## src/rtl/write_back_if.sv

```systemverilog
// write_back bundle: retiring-instruction fields and UART rx in, regfile/redirect/status out.
// Latency: none; this is a plain signal bundle.
// Backpressure: uart_rx_valid/uart_rx_ready handshake, and done gates upstream valid.
interface write_back_if #(
    parameter int INST_MEM_WIDTH = 2
);
    logic                      valid;
    logic                      distinct;
    logic                      AorF;
    logic                      RegWrite;
    logic [1:0]                MemtoReg;
    logic [1:0]                Branch;
    logic                      UARTtoReg;
    logic [31:0]               read_data;
    logic [31:0]               register_data;
    logic [31:0]               alu_result;
    logic [4:0]                rdist;
    logic [25:0]               inst_index;
    logic [INST_MEM_WIDTH-1:0] pc;
    logic [INST_MEM_WIDTH-1:0] pc1;
    logic [INST_MEM_WIDTH-1:0] pc2;
    logic                      uart_rx_valid;
    logic [7:0]                uart_rx_data;
    logic                      uart_rx_ready;
    logic                      reg_we_int;
    logic                      reg_we_fp;
    logic [4:0]                reg_waddr;
    logic [31:0]               reg_wdata;
    logic                      pc_redirect;
    logic [INST_MEM_WIDTH-1:0] pc_target;
    logic                      done;
    logic                      busy;
    logic                      uart_timeout;

    // Upstream / environment side.
    modport master (
        output valid, distinct, AorF, RegWrite, MemtoReg, Branch, UARTtoReg,
               read_data, register_data, alu_result, rdist, inst_index, pc, pc1, pc2,
               uart_rx_valid, uart_rx_data,
        input  uart_rx_ready, reg_we_int, reg_we_fp, reg_waddr, reg_wdata,
               pc_redirect, pc_target, done, busy, uart_timeout
    );

    // write_back stage side.
    modport slave (
        input  valid, distinct, AorF, RegWrite, MemtoReg, Branch, UARTtoReg,
               read_data, register_data, alu_result, rdist, inst_index, pc, pc1, pc2,
               uart_rx_valid, uart_rx_data,
        output uart_rx_ready, reg_we_int, reg_we_fp, reg_waddr, reg_wdata,
               pc_redirect, pc_target, done, busy, uart_timeout
    );
endinterface

```

## src/rtl/write_back.sv

```systemverilog
// write_back: final stage; selects write-back data, strobes int/FP regfile, resolves PC redirect.
// Latency: valid at t -> COMMIT (done/strobes) at t+1; UART handshake at u -> COMMIT at u+1.
// Backpressure: UART reads park in UART_WAIT with uart_rx_ready high; valid while busy is ignored.
// Optional macro WB_UART_TIMEOUT_EN bounds UART_WAIT by UART_TIMEOUT_CYCLES and sets sticky uart_timeout.
module write_back #(
    parameter int INST_MEM_WIDTH      = 2,
    parameter int UART_TIMEOUT_CYCLES = 1024
) (
    input  logic        CLK,
    input  logic        reset,
    write_back_if.slave wb
);
    localparam int IMW = INST_MEM_WIDTH;

    typedef enum logic [1:0] {IDLE, UART_WAIT, COMMIT} state_t;

    typedef struct packed {
        logic           distinct;
        logic           aorf;
        logic           reg_write;
        logic [1:0]     mem_to_reg;
        logic [1:0]     branch;
        logic           uart_to_reg;
        logic [31:0]    read_data;
        logic [31:0]    register_data;
        logic [31:0]    alu_result;
        logic [4:0]     rdist;
        logic [25:0]    inst_index;
        logic [IMW-1:0] pc1;
        logic [IMW-1:0] pc2;
    } bundle_t;

    state_t         state_q, state_d;
    bundle_t        bundle_q, bundle_d;
    bundle_t        live, cur;
    logic           commit_go;
    logic [31:0]    uart_word;
    logic           reg_we_int_q, reg_we_int_d;
    logic           reg_we_fp_q, reg_we_fp_d;
    logic [4:0]     reg_waddr_q, reg_waddr_d;
    logic [31:0]    reg_wdata_q, reg_wdata_d;
    logic           pc_redirect_q, pc_redirect_d;
    logic [IMW-1:0] pc_target_q, pc_target_d;
    logic           done_q, done_d;
    logic           unused_bits;

`ifdef WB_UART_TIMEOUT_EN
    localparam int CNT_W = $clog2(UART_TIMEOUT_CYCLES + 1);
    logic [CNT_W-1:0] cnt_q, cnt_d;
    logic             uart_timeout_q, uart_timeout_d;
`endif

    // Next-state, bundle capture and COMMIT output values.
    always_comb begin
        live = '{distinct: wb.distinct, aorf: wb.AorF, reg_write: wb.RegWrite,
                 mem_to_reg: wb.MemtoReg, branch: wb.Branch, uart_to_reg: wb.UARTtoReg,
                 read_data: wb.read_data, register_data: wb.register_data,
                 alu_result: wb.alu_result, rdist: wb.rdist, inst_index: wb.inst_index,
                 pc1: wb.pc1, pc2: wb.pc2};
        state_d       = state_q;
        bundle_d      = bundle_q;
        cur           = bundle_q;
        commit_go     = 1'b0;
        uart_word     = {24'b0, wb.uart_rx_data};
        reg_we_int_d  = 1'b0;
        reg_we_fp_d   = 1'b0;
        pc_redirect_d = 1'b0;
        done_d        = 1'b0;
        reg_waddr_d   = reg_waddr_q;
        reg_wdata_d   = reg_wdata_q;
        pc_target_d   = pc_target_q;
`ifdef WB_UART_TIMEOUT_EN
        cnt_d          = '0;
        uart_timeout_d = uart_timeout_q;
`endif
        case (state_q)
            IDLE: begin
                if (wb.valid) begin
                    bundle_d = live;
                    cur      = live;
                    if (~live.distinct & live.reg_write & live.uart_to_reg) begin
                        state_d = UART_WAIT;
                    end else begin
                        state_d   = COMMIT;
                        commit_go = 1'b1;
                    end
                end
            end
            UART_WAIT: begin
                // uart_rx_ready is high throughout UART_WAIT, so rx_valid alone completes the handshake.
                if (wb.uart_rx_valid) begin
                    state_d   = COMMIT;
                    commit_go = 1'b1;
                end
`ifdef WB_UART_TIMEOUT_EN
                else if (cnt_q == CNT_W'(UART_TIMEOUT_CYCLES - 1)) begin
                    state_d        = COMMIT;
                    commit_go      = 1'b1;
                    uart_word      = 32'hFFFF_FFFF;
                    uart_timeout_d = 1'b1;
                end else begin
                    cnt_d = cnt_q + CNT_W'(1);
                end
`endif
            end
            COMMIT:  state_d = IDLE;
            default: state_d = IDLE;
        endcase

        if (commit_go) begin
            done_d        = 1'b1;
            reg_we_int_d  = cur.reg_write & ~cur.aorf & ~cur.distinct & (cur.rdist != 5'd0);
            reg_we_fp_d   = cur.reg_write & cur.aorf & ~cur.distinct;
            reg_waddr_d   = cur.rdist;
            if (cur.uart_to_reg) begin
                reg_wdata_d = uart_word;
            end else begin
                case (cur.mem_to_reg)
                    2'b01:   reg_wdata_d = cur.read_data;
                    2'b10:   reg_wdata_d = {{(32-IMW){1'b0}}, cur.pc1};
                    default: reg_wdata_d = cur.alu_result;
                endcase
            end
            pc_redirect_d = ~cur.distinct &
                            (((cur.branch == 2'b01) & cur.alu_result[0]) | cur.branch[1]);
            case (cur.branch)
                2'b01:   pc_target_d = cur.pc2;
                2'b10:   pc_target_d = cur.inst_index[IMW-1:0];
                2'b11:   pc_target_d = cur.register_data[IMW-1:0];
                default: pc_target_d = pc_target_q;
            endcase
        end
    end

    // State, captured bundle and registered outputs; synchronous reset clears everything.
    always_ff @(posedge CLK) begin
        if (reset) begin
            state_q       <= IDLE;
            bundle_q      <= '0;
            reg_we_int_q  <= 1'b0;
            reg_we_fp_q   <= 1'b0;
            reg_waddr_q   <= '0;
            reg_wdata_q   <= '0;
            pc_redirect_q <= 1'b0;
            pc_target_q   <= '0;
            done_q        <= 1'b0;
`ifdef WB_UART_TIMEOUT_EN
            cnt_q          <= '0;
            uart_timeout_q <= 1'b0;
`endif
        end else begin
            state_q       <= state_d;
            bundle_q      <= bundle_d;
            reg_we_int_q  <= reg_we_int_d;
            reg_we_fp_q   <= reg_we_fp_d;
            reg_waddr_q   <= reg_waddr_d;
            reg_wdata_q   <= reg_wdata_d;
            pc_redirect_q <= pc_redirect_d;
            pc_target_q   <= pc_target_d;
            done_q        <= done_d;
`ifdef WB_UART_TIMEOUT_EN
            cnt_q          <= cnt_d;
            uart_timeout_q <= uart_timeout_d;
`endif
        end
    end

    assign wb.reg_we_int    = reg_we_int_q;
    assign wb.reg_we_fp     = reg_we_fp_q;
    assign wb.reg_waddr     = reg_waddr_q;
    assign wb.reg_wdata     = reg_wdata_q;
    assign wb.pc_redirect   = pc_redirect_q;
    assign wb.pc_target     = pc_target_q;
    assign wb.done          = done_q;
    assign wb.busy          = (state_q != IDLE);
    assign wb.uart_rx_ready = (state_q == UART_WAIT);

    // pc and the upper target-field bits never reach an output; fold them away explicitly.
`ifdef WB_UART_TIMEOUT_EN
    assign wb.uart_timeout = uart_timeout_q;
    assign unused_bits     = ^{wb.pc, cur.inst_index[25:IMW], cur.register_data[31:IMW]};
`else
    assign wb.uart_timeout = 1'b0;
    assign unused_bits     = ^{wb.pc, cur.inst_index[25:IMW], cur.register_data[31:IMW],
                               32'(UART_TIMEOUT_CYCLES)};
`endif
endmodule

```

## src/flat_wrapper.sv

```systemverilog
// flat-port wrapper written by rule: the top's interface ports become plain ports
module write_back_flat 
#(
    parameter int INST_MEM_WIDTH      = 2,
    parameter int UART_TIMEOUT_CYCLES = 1024
)
  (CLK, reset, wb_valid, wb_distinct, wb_AorF, wb_RegWrite, wb_MemtoReg, wb_Branch, wb_UARTtoReg, wb_read_data, wb_register_data, wb_alu_result, wb_rdist, wb_inst_index, wb_pc, wb_pc1, wb_pc2, wb_uart_rx_valid, wb_uart_rx_data, wb_uart_rx_ready, wb_reg_we_int, wb_reg_we_fp, wb_reg_waddr, wb_reg_wdata, wb_pc_redirect, wb_pc_target, wb_done, wb_busy, wb_uart_timeout);
  write_back_if #(.INST_MEM_WIDTH(INST_MEM_WIDTH)) wb_i ();
  input  logic CLK;
  input  logic reset;
  input wire logic [$bits(wb_i.valid)-1:0] wb_valid;
  input wire logic [$bits(wb_i.distinct)-1:0] wb_distinct;
  input wire logic [$bits(wb_i.AorF)-1:0] wb_AorF;
  input wire logic [$bits(wb_i.RegWrite)-1:0] wb_RegWrite;
  input wire logic [$bits(wb_i.MemtoReg)-1:0] wb_MemtoReg;
  input wire logic [$bits(wb_i.Branch)-1:0] wb_Branch;
  input wire logic [$bits(wb_i.UARTtoReg)-1:0] wb_UARTtoReg;
  input wire logic [$bits(wb_i.read_data)-1:0] wb_read_data;
  input wire logic [$bits(wb_i.register_data)-1:0] wb_register_data;
  input wire logic [$bits(wb_i.alu_result)-1:0] wb_alu_result;
  input wire logic [$bits(wb_i.rdist)-1:0] wb_rdist;
  input wire logic [$bits(wb_i.inst_index)-1:0] wb_inst_index;
  input wire logic [$bits(wb_i.pc)-1:0] wb_pc;
  input wire logic [$bits(wb_i.pc1)-1:0] wb_pc1;
  input wire logic [$bits(wb_i.pc2)-1:0] wb_pc2;
  input wire logic [$bits(wb_i.uart_rx_valid)-1:0] wb_uart_rx_valid;
  input wire logic [$bits(wb_i.uart_rx_data)-1:0] wb_uart_rx_data;
  output wire logic [$bits(wb_i.uart_rx_ready)-1:0] wb_uart_rx_ready;
  output wire logic [$bits(wb_i.reg_we_int)-1:0] wb_reg_we_int;
  output wire logic [$bits(wb_i.reg_we_fp)-1:0] wb_reg_we_fp;
  output wire logic [$bits(wb_i.reg_waddr)-1:0] wb_reg_waddr;
  output wire logic [$bits(wb_i.reg_wdata)-1:0] wb_reg_wdata;
  output wire logic [$bits(wb_i.pc_redirect)-1:0] wb_pc_redirect;
  output wire logic [$bits(wb_i.pc_target)-1:0] wb_pc_target;
  output wire logic [$bits(wb_i.done)-1:0] wb_done;
  output wire logic [$bits(wb_i.busy)-1:0] wb_busy;
  output wire logic [$bits(wb_i.uart_timeout)-1:0] wb_uart_timeout;
  assign wb_i.valid = wb_valid;
  assign wb_i.distinct = wb_distinct;
  assign wb_i.AorF = wb_AorF;
  assign wb_i.RegWrite = wb_RegWrite;
  assign wb_i.MemtoReg = wb_MemtoReg;
  assign wb_i.Branch = wb_Branch;
  assign wb_i.UARTtoReg = wb_UARTtoReg;
  assign wb_i.read_data = wb_read_data;
  assign wb_i.register_data = wb_register_data;
  assign wb_i.alu_result = wb_alu_result;
  assign wb_i.rdist = wb_rdist;
  assign wb_i.inst_index = wb_inst_index;
  assign wb_i.pc = wb_pc;
  assign wb_i.pc1 = wb_pc1;
  assign wb_i.pc2 = wb_pc2;
  assign wb_i.uart_rx_valid = wb_uart_rx_valid;
  assign wb_i.uart_rx_data = wb_uart_rx_data;
  assign wb_uart_rx_ready = wb_i.uart_rx_ready;
  assign wb_reg_we_int = wb_i.reg_we_int;
  assign wb_reg_we_fp = wb_i.reg_we_fp;
  assign wb_reg_waddr = wb_i.reg_waddr;
  assign wb_reg_wdata = wb_i.reg_wdata;
  assign wb_pc_redirect = wb_i.pc_redirect;
  assign wb_pc_target = wb_i.pc_target;
  assign wb_done = wb_i.done;
  assign wb_busy = wb_i.busy;
  assign wb_uart_timeout = wb_i.uart_timeout;
  write_back #(.INST_MEM_WIDTH(INST_MEM_WIDTH), .UART_TIMEOUT_CYCLES(UART_TIMEOUT_CYCLES)) u_core (.CLK(CLK), .reset(reset), .wb(wb_i));
endmodule
```

## config.mk

```make
export PLATFORM = sky130hd
export DESIGN_NAME = write_back_flat
export DESIGN_NICKNAME = d
export VERILOG_FILES = /design/src/rtl/write_back_if.sv /design/src/rtl/write_back.sv /design/src/flat_wrapper.sv
export SDC_FILE = /design/constraint.sdc
export NUM_CORES = 1
export LEC_CHECK = 0
export ABC_AREA = 1
export CAP_MARGIN = 20
export CELL_PAD_IN_SITES_DETAIL_PLACEMENT = 1
export CELL_PAD_IN_SITES_GLOBAL_PLACEMENT = 2
export CORE_MARGIN = 1
export CORE_UTILIZATION = 22
export DETAILED_ROUTE_END_ITERATION = 10
export PLACE_DENSITY = 0.82
export SLEW_MARGIN = 20
export SYNTH_ARGS = -nofsm -noshare
export SYNTH_HDL_FRONTEND = slang
export SYNTH_SLANG_ARGS = --single-unit
export TNS_END_PERCENT = 1
```

## constraint.sdc

```tcl
create_clock -name CLK -period 3 [get_ports CLK]
set_input_delay 0.9 -clock CLK [delete_from_list [all_inputs] [get_ports CLK]]
set_output_delay 0.9 -clock CLK [all_outputs]
set_load 0.05 [all_outputs]
```

* After elaboration in Yosys (flattened, before gate mapping)
Index checks and enable logic that the tools add are counted.
Word-level totals: bits in registers 184, input bits 153, output and inout bits 46, word-level logic and storage cells 67
Cells by class: equality and inequality tests 8, multiplexer cells 14, bitwise gates (word level) 14, reductions and logical operators 8
Operator list (number):
- 139-bit 2-to-1 mux | 2
- 32-bit one-hot mux with 2 select lines | 1
- 32-bit 2-to-1 mux | 1
- 1-bit bitwise AND | 9
- 2-bit by 1-bit == test with 1-bit output (second input constant) | 3
- 2-bit == test (second input constant) | 3
- 2-bit 2-to-1 mux | 3
- 2-bit one-hot mux with 3 select lines | 1
- 2-bit AND reduction | 3
- 5-bit nonzero test | 1
- 1-bit 2-to-1 mux | 4
- 2-bit inequality test (second input constant) | 2
- 1-bit inverter | 4
- 2-bit one-hot mux with 2 select lines | 1
- 3-bit nonzero test | 1
- 2-bit logical NOT | 1
- 1-bit one-hot mux with 2 select lines | 1
- 2-bit nonzero test | 1
- 2-bit OR reduction | 1
- 1-bit OR | 1

* Depth between registers and ports, before layout
word-level depth 8, mapped depth 15, mapped depth without buffers 13

* Least setup slack after synthesis
No wires, ideal clock.
path type input to register, from in wb_valid, to reg u_core.reg_wdata_q[26], in the netlist u_core.wb.reg_wdata[26], library setup time 0.070 ns, arrival time 2.816 ns, required time 2.930 ns, path slack 0.113 ns, cell stages on the path 14, path buffers 3, path through nand2_4 inv_2 buf_4 or2_2 o21ai_1 inv_1 ha_1 buf_2 nor2_1 clkbuf_1 o211ai_1 nand2_1 nand2_1 a21oi_2
Between the ends: cells in the longest elaborated chain, start to end 5, elaborated cells on any way between the ends 8, those cells by class eq/ne: 2; mux: 6
RTL lines:
- start, declared | line flat_wrapper.sv:11 | input wire logic [$bits(wb_i.valid)-1:0] wb_valid;
- 139-bit 2-to-1 mux | line write_back.sv:78 | if (wb.valid) begin
- 139-bit 2-to-1 mux | line write_back.sv:76 | case (state_q)
- 2-bit == test / 2-bit by 1-bit == test with 1-bit output (equally long branches) | line write_back.sv:118 | case (cur.mem_to_reg)
- 32-bit one-hot mux with 2 select lines | line write_back.sv:118
- 32-bit 2-to-1 mux | line write_back.sv:115 | if (cur.uart_to_reg) begin
- end signal, assigned | line write_back.sv:157 | reg_wdata_q <= reg_wdata_d;
- end, declared | line write_back.sv:41 | logic [31:0] reg_wdata_q, reg_wdata_d;
Several ways; a longest one is shown, not always the timed one. A chain may end at the register's enable or synchronous reset.

* Worst setup path in the final report
from in wb_valid, to reg u_core.reg_wdata_q[23], in the netlist u_core.wb.reg_wdata[23]
The elaborated chain is that of the path after synthesis.

==> key figures <==
Run status
  • Status: finished with violations
  • Failing checks: DRC

Die
  • # IOs: 199
  • DIE HEIGHT: between 150 and 200 um
  • DIE AREA: roughly 28,000 um^2
  • Initial Util: 0.226
  • Row cnt: 59
  • Core ar.: roughly 26,000 um^2
  • Die X: roughly 170 um

Power
  • Pwr dens: about 630 nW/um^2
  • Static Leakage: around 3.6 nW
  • Worst ir drop on vdd: ~0.22 mV

Clocking
  • Post-CTS Setup Repair Bufs: 0
  • Maximum buffer depth of the clock tree: 2
  • CTS tree: done
  • Clock Sinks: 130
  • Worst-skew pair later-pin latency: ~0.43 ns
  • Root Driver: clkbuf_16
  • Post-CTS sizing: 0
  • Num CTS Buffers: 17
  • H-tree depth: 4
  • Clock transition at path regs: 0.06 ns
  • Cts hold-fix bufs: 0

Hold path
  • Hold Crit Class: reg2reg

Placement
  • Placement Setup Slack: -0.307 ns
  • HPWL Detailed: about 12 mm
  • Placed cell count: between 1,000 and 1,500
  • Buffers on Ports: roughly 140
  • Routability cong.: 0.747

STA
  • Final count of hold timing violations: 0
  • Setup violators final: 0
  • Max_slew headroom: 0.467
  • Highest Clock Rate: 350 MHz
  • Final min period: between 2 and 3 ns
  • Actual slew at the worst max-slew pin: ~0.80 ns
  • Final WS setup: approximately 0.14 ns
  • Slew Limit Fails: 0
  • Clock Skew: 0.0201 ns
  • RSZ-0062 raised after global routing: false
  • Final period util: 0.952

Route
  • Vias: between 5,000 and 6,000
  • Vias/cell: 4.33
  • Final ANT Viol Nets: 0
  • WL final: ~18 mm
  • DRC viols: 12
  • WL/cell: 13.8 um
  • Drt first pass iters: 7
  • DRT iter0 DRCs: between 200 and 250

Setup path
  • CP max-delay cell: clkdlybuf4s50_1
  • Slowest stage delay, CP: between 0.5 and 0.6 ns
  • Crit path cell chain: clkdlybuf4s50_1 -> nand2_8 -> inv_2 -> or2_2 -> o21ai_1 -> inv_1 -> ha_1 -> buf_4 -> buf_12 -> o211ai_1 -> nand2_1 -> nand2_1 -> a21oi_2
  • Startpoint Class: primary input
  • Setup crit end kind: flip-flop
  • Top delay family on crit path: buffers and inverters
  • WS Path Type: in2reg
  • Crit Path Max Fanout: 12
  • Crit path DAT: 3.21 ns
  • Cell repeated most along the worst path: nand2_1
  • Worst path required time: around 3.4 ns
  • WP buf/inv: 5

Synth
  • Cells after synthesis: 840
  • Mapped Area: around 5900 um^2
  • Yosys warns: 0
  • Sequential share of the synthesized area: 0.438
  • Syn_nets: 995
  • Synth Register Bits: 130
  • Post-synth top area share: 0.438
  • Yosys cell types: 33
  • Post-synthesis area per instance: approximately 7.1 um^2
  • Leading area contributor after synthesis: dfxtp_1
  • Synth area leaders: dfxtp_1 (44%), nand2_1 (14%), inv_1 (6.8%)

Finish
  • P&R area growth vs syn: 41.0%
  • Filler instances: 3,220
  • Layout cell share with drive strength beyond 1: 0.0958
  • # diodes: 0
  • Sequential cell area: between 2000 and 3000 um^2
  • Finished Layout Cells: approximately 1,300
  • # nets final: roughly 1,100
  • Multi-input gate area: around 2700 um^2
  • Fin util: 0.319

Global route
  • Vias in the first global route: approximately 5,800
  • Largest net degree at the start of global routing: between 100 and 150
  • Antenna violations before repair: 0
  • First-pass GRT wire length: between 20 and 30 mm
  • GRT overflow: 0
  • Total GRT Usage: 0.136

Job
  • Max Cap Viol: 0
==> power by group <==
part | switching, mW | total, mW | internal (mW) | leakage, nW
registers | 0.0473 | 1.92 | 1.87 | 1.07
logic | 0.726 | 1.20 | 0.473 | 2.22
clock network | 0.851 | 2.17 | 1.32 | 0.292
==> layout make-up <==
type                    count  area share
multi-input cells         547       0.318
flip-flops and latches    130       0.310
repair buffers            163       0.200
clock buffers              17      0.0507
well taps                 335      0.0500
inverters                 110      0.0496
clock inverters            14      0.0213
==> layout by cell type (no fill, tap or decap), types with 2 or more instances in the layout <==
cell type        instances
dfxtp_1                130
nand2_1                224
a21oi_1                 18
nor2_4                   2
nor2_1                  96
inv_6                    3
o21ai_1                  9
inv_2                    2
nand2_4                  2
clkinv_2                 2
ha_1                     2
nand3b_1                 7
buf_4                   15
clkdlybuf4s50_1        140
o21ai_2                  2
bufinv_16                3
or2_1                    2
buf_12                   8
clkbuf_16               17
or2_2                    7
clkinv_4                 3
inv_1                  107
o21ai_0                 60
a211oi_1                 5
o211ai_1                48
nand3_1                 34
a21oi_2                 20
clkinvlp_4               2
==> cells in the mapped netlist, drive strengths merged <==
library cell,n
a211oi,5
a21oi,38
a31oi,1
buf,34
clkbuf,19
conb,1
dfxtp,130
ha,2
inv,110
nand2,227
nand3,35
nand3b,7
nor2,100
nor3,1
nor4,1
o211ai,48
o21ai,71
or2,10
==> worst register-to-register path, delay by kind of cell (launching register included) <==
kind	cells	cell delay, ns
adders and majority gates	1	0.37
DFF	1	0.36
and+or+nand+nor	4	0.60
buffers and inverters	4	0.66
AOI/OAI and AO/OA	3	0.42
==> worst paths after layout <==
check | end | depth (start not counted) | from | slack [ns]
setup / recovery | u_core.wb.reg_wdata[23]$_SDFFE_PP0P_ | 13 | wb_valid | 0.14
setup reg to reg | u_core.wb.reg_wdata[23]$_SDFFE_PP0P_ | 12 | u_core.state_q[1]$_SDFFE_PP0P_ | 0.55
hold / removal | u_core.wb.reg_wdata[9]$_SDFFE_PP0P_ | 2 | u_core.wb.reg_wdata[9]$_SDFFE_PP0P_ | 0.47
hold reg to reg | u_core.wb.reg_wdata[9]$_SDFFE_PP0P_ | 2 | u_core.wb.reg_wdata[9]$_SDFFE_PP0P_ | 0.47
==> flip-flops by register name, summed over array words and instances, names as in the netlist <==
name	count
u_core.wb.pc_redirect	1
u_core.state_q	2
u_core.wb.reg_waddr	5
u_core.wb.pc_target	2
u_core.wb.reg_wdata	32
u_core.wb.done	1
u_core.wb.reg_we_fp	1
u_core.bundle_q	85
u_core.wb.reg_we_int	1
==> cells by family (layout without fill, tap and decap cells) <==
group,Yosys count,in the layout,synth area share
fa+ha+maj,2,2,0.00421
flops,130,130,0.438
simple gates,381,381,0.268
other cells,1,1,0.000631
compound gates,163,163,0.174
buf+inv,163,304,0.116
==> through the flow <==
| stage | power (mW) | setup TNS, ns | cell area, um^2 | hold slack (ns) |
|---|---|---|---|---|
| floorplan | 2.69 | 0 | 5940 | 0.451 |
| detailed placement | 3.17 | -7.80 | 7780 | 0.460 |
| CTS | 5.39 | 0 | 8380 | 0.470 |
| global route | 5.58 | 0 | 8380 | 0.483 |
| finish | 5.28 | 0 | 8380 | 0.467 |
| global placement | 3.15 | -6.62 | 7780 | 0.457 |
==> routing by layer <==
metal  vias up  global-route usage  share of wire
li1       2912                   -              -
met1      2641               0.163           0.47
met2       125               0.231           0.46
met3        22              0.0405          0.061
met4         0              0.0459          0.016
met5         -                   0              0
Power figures use the tool's default switching activity.
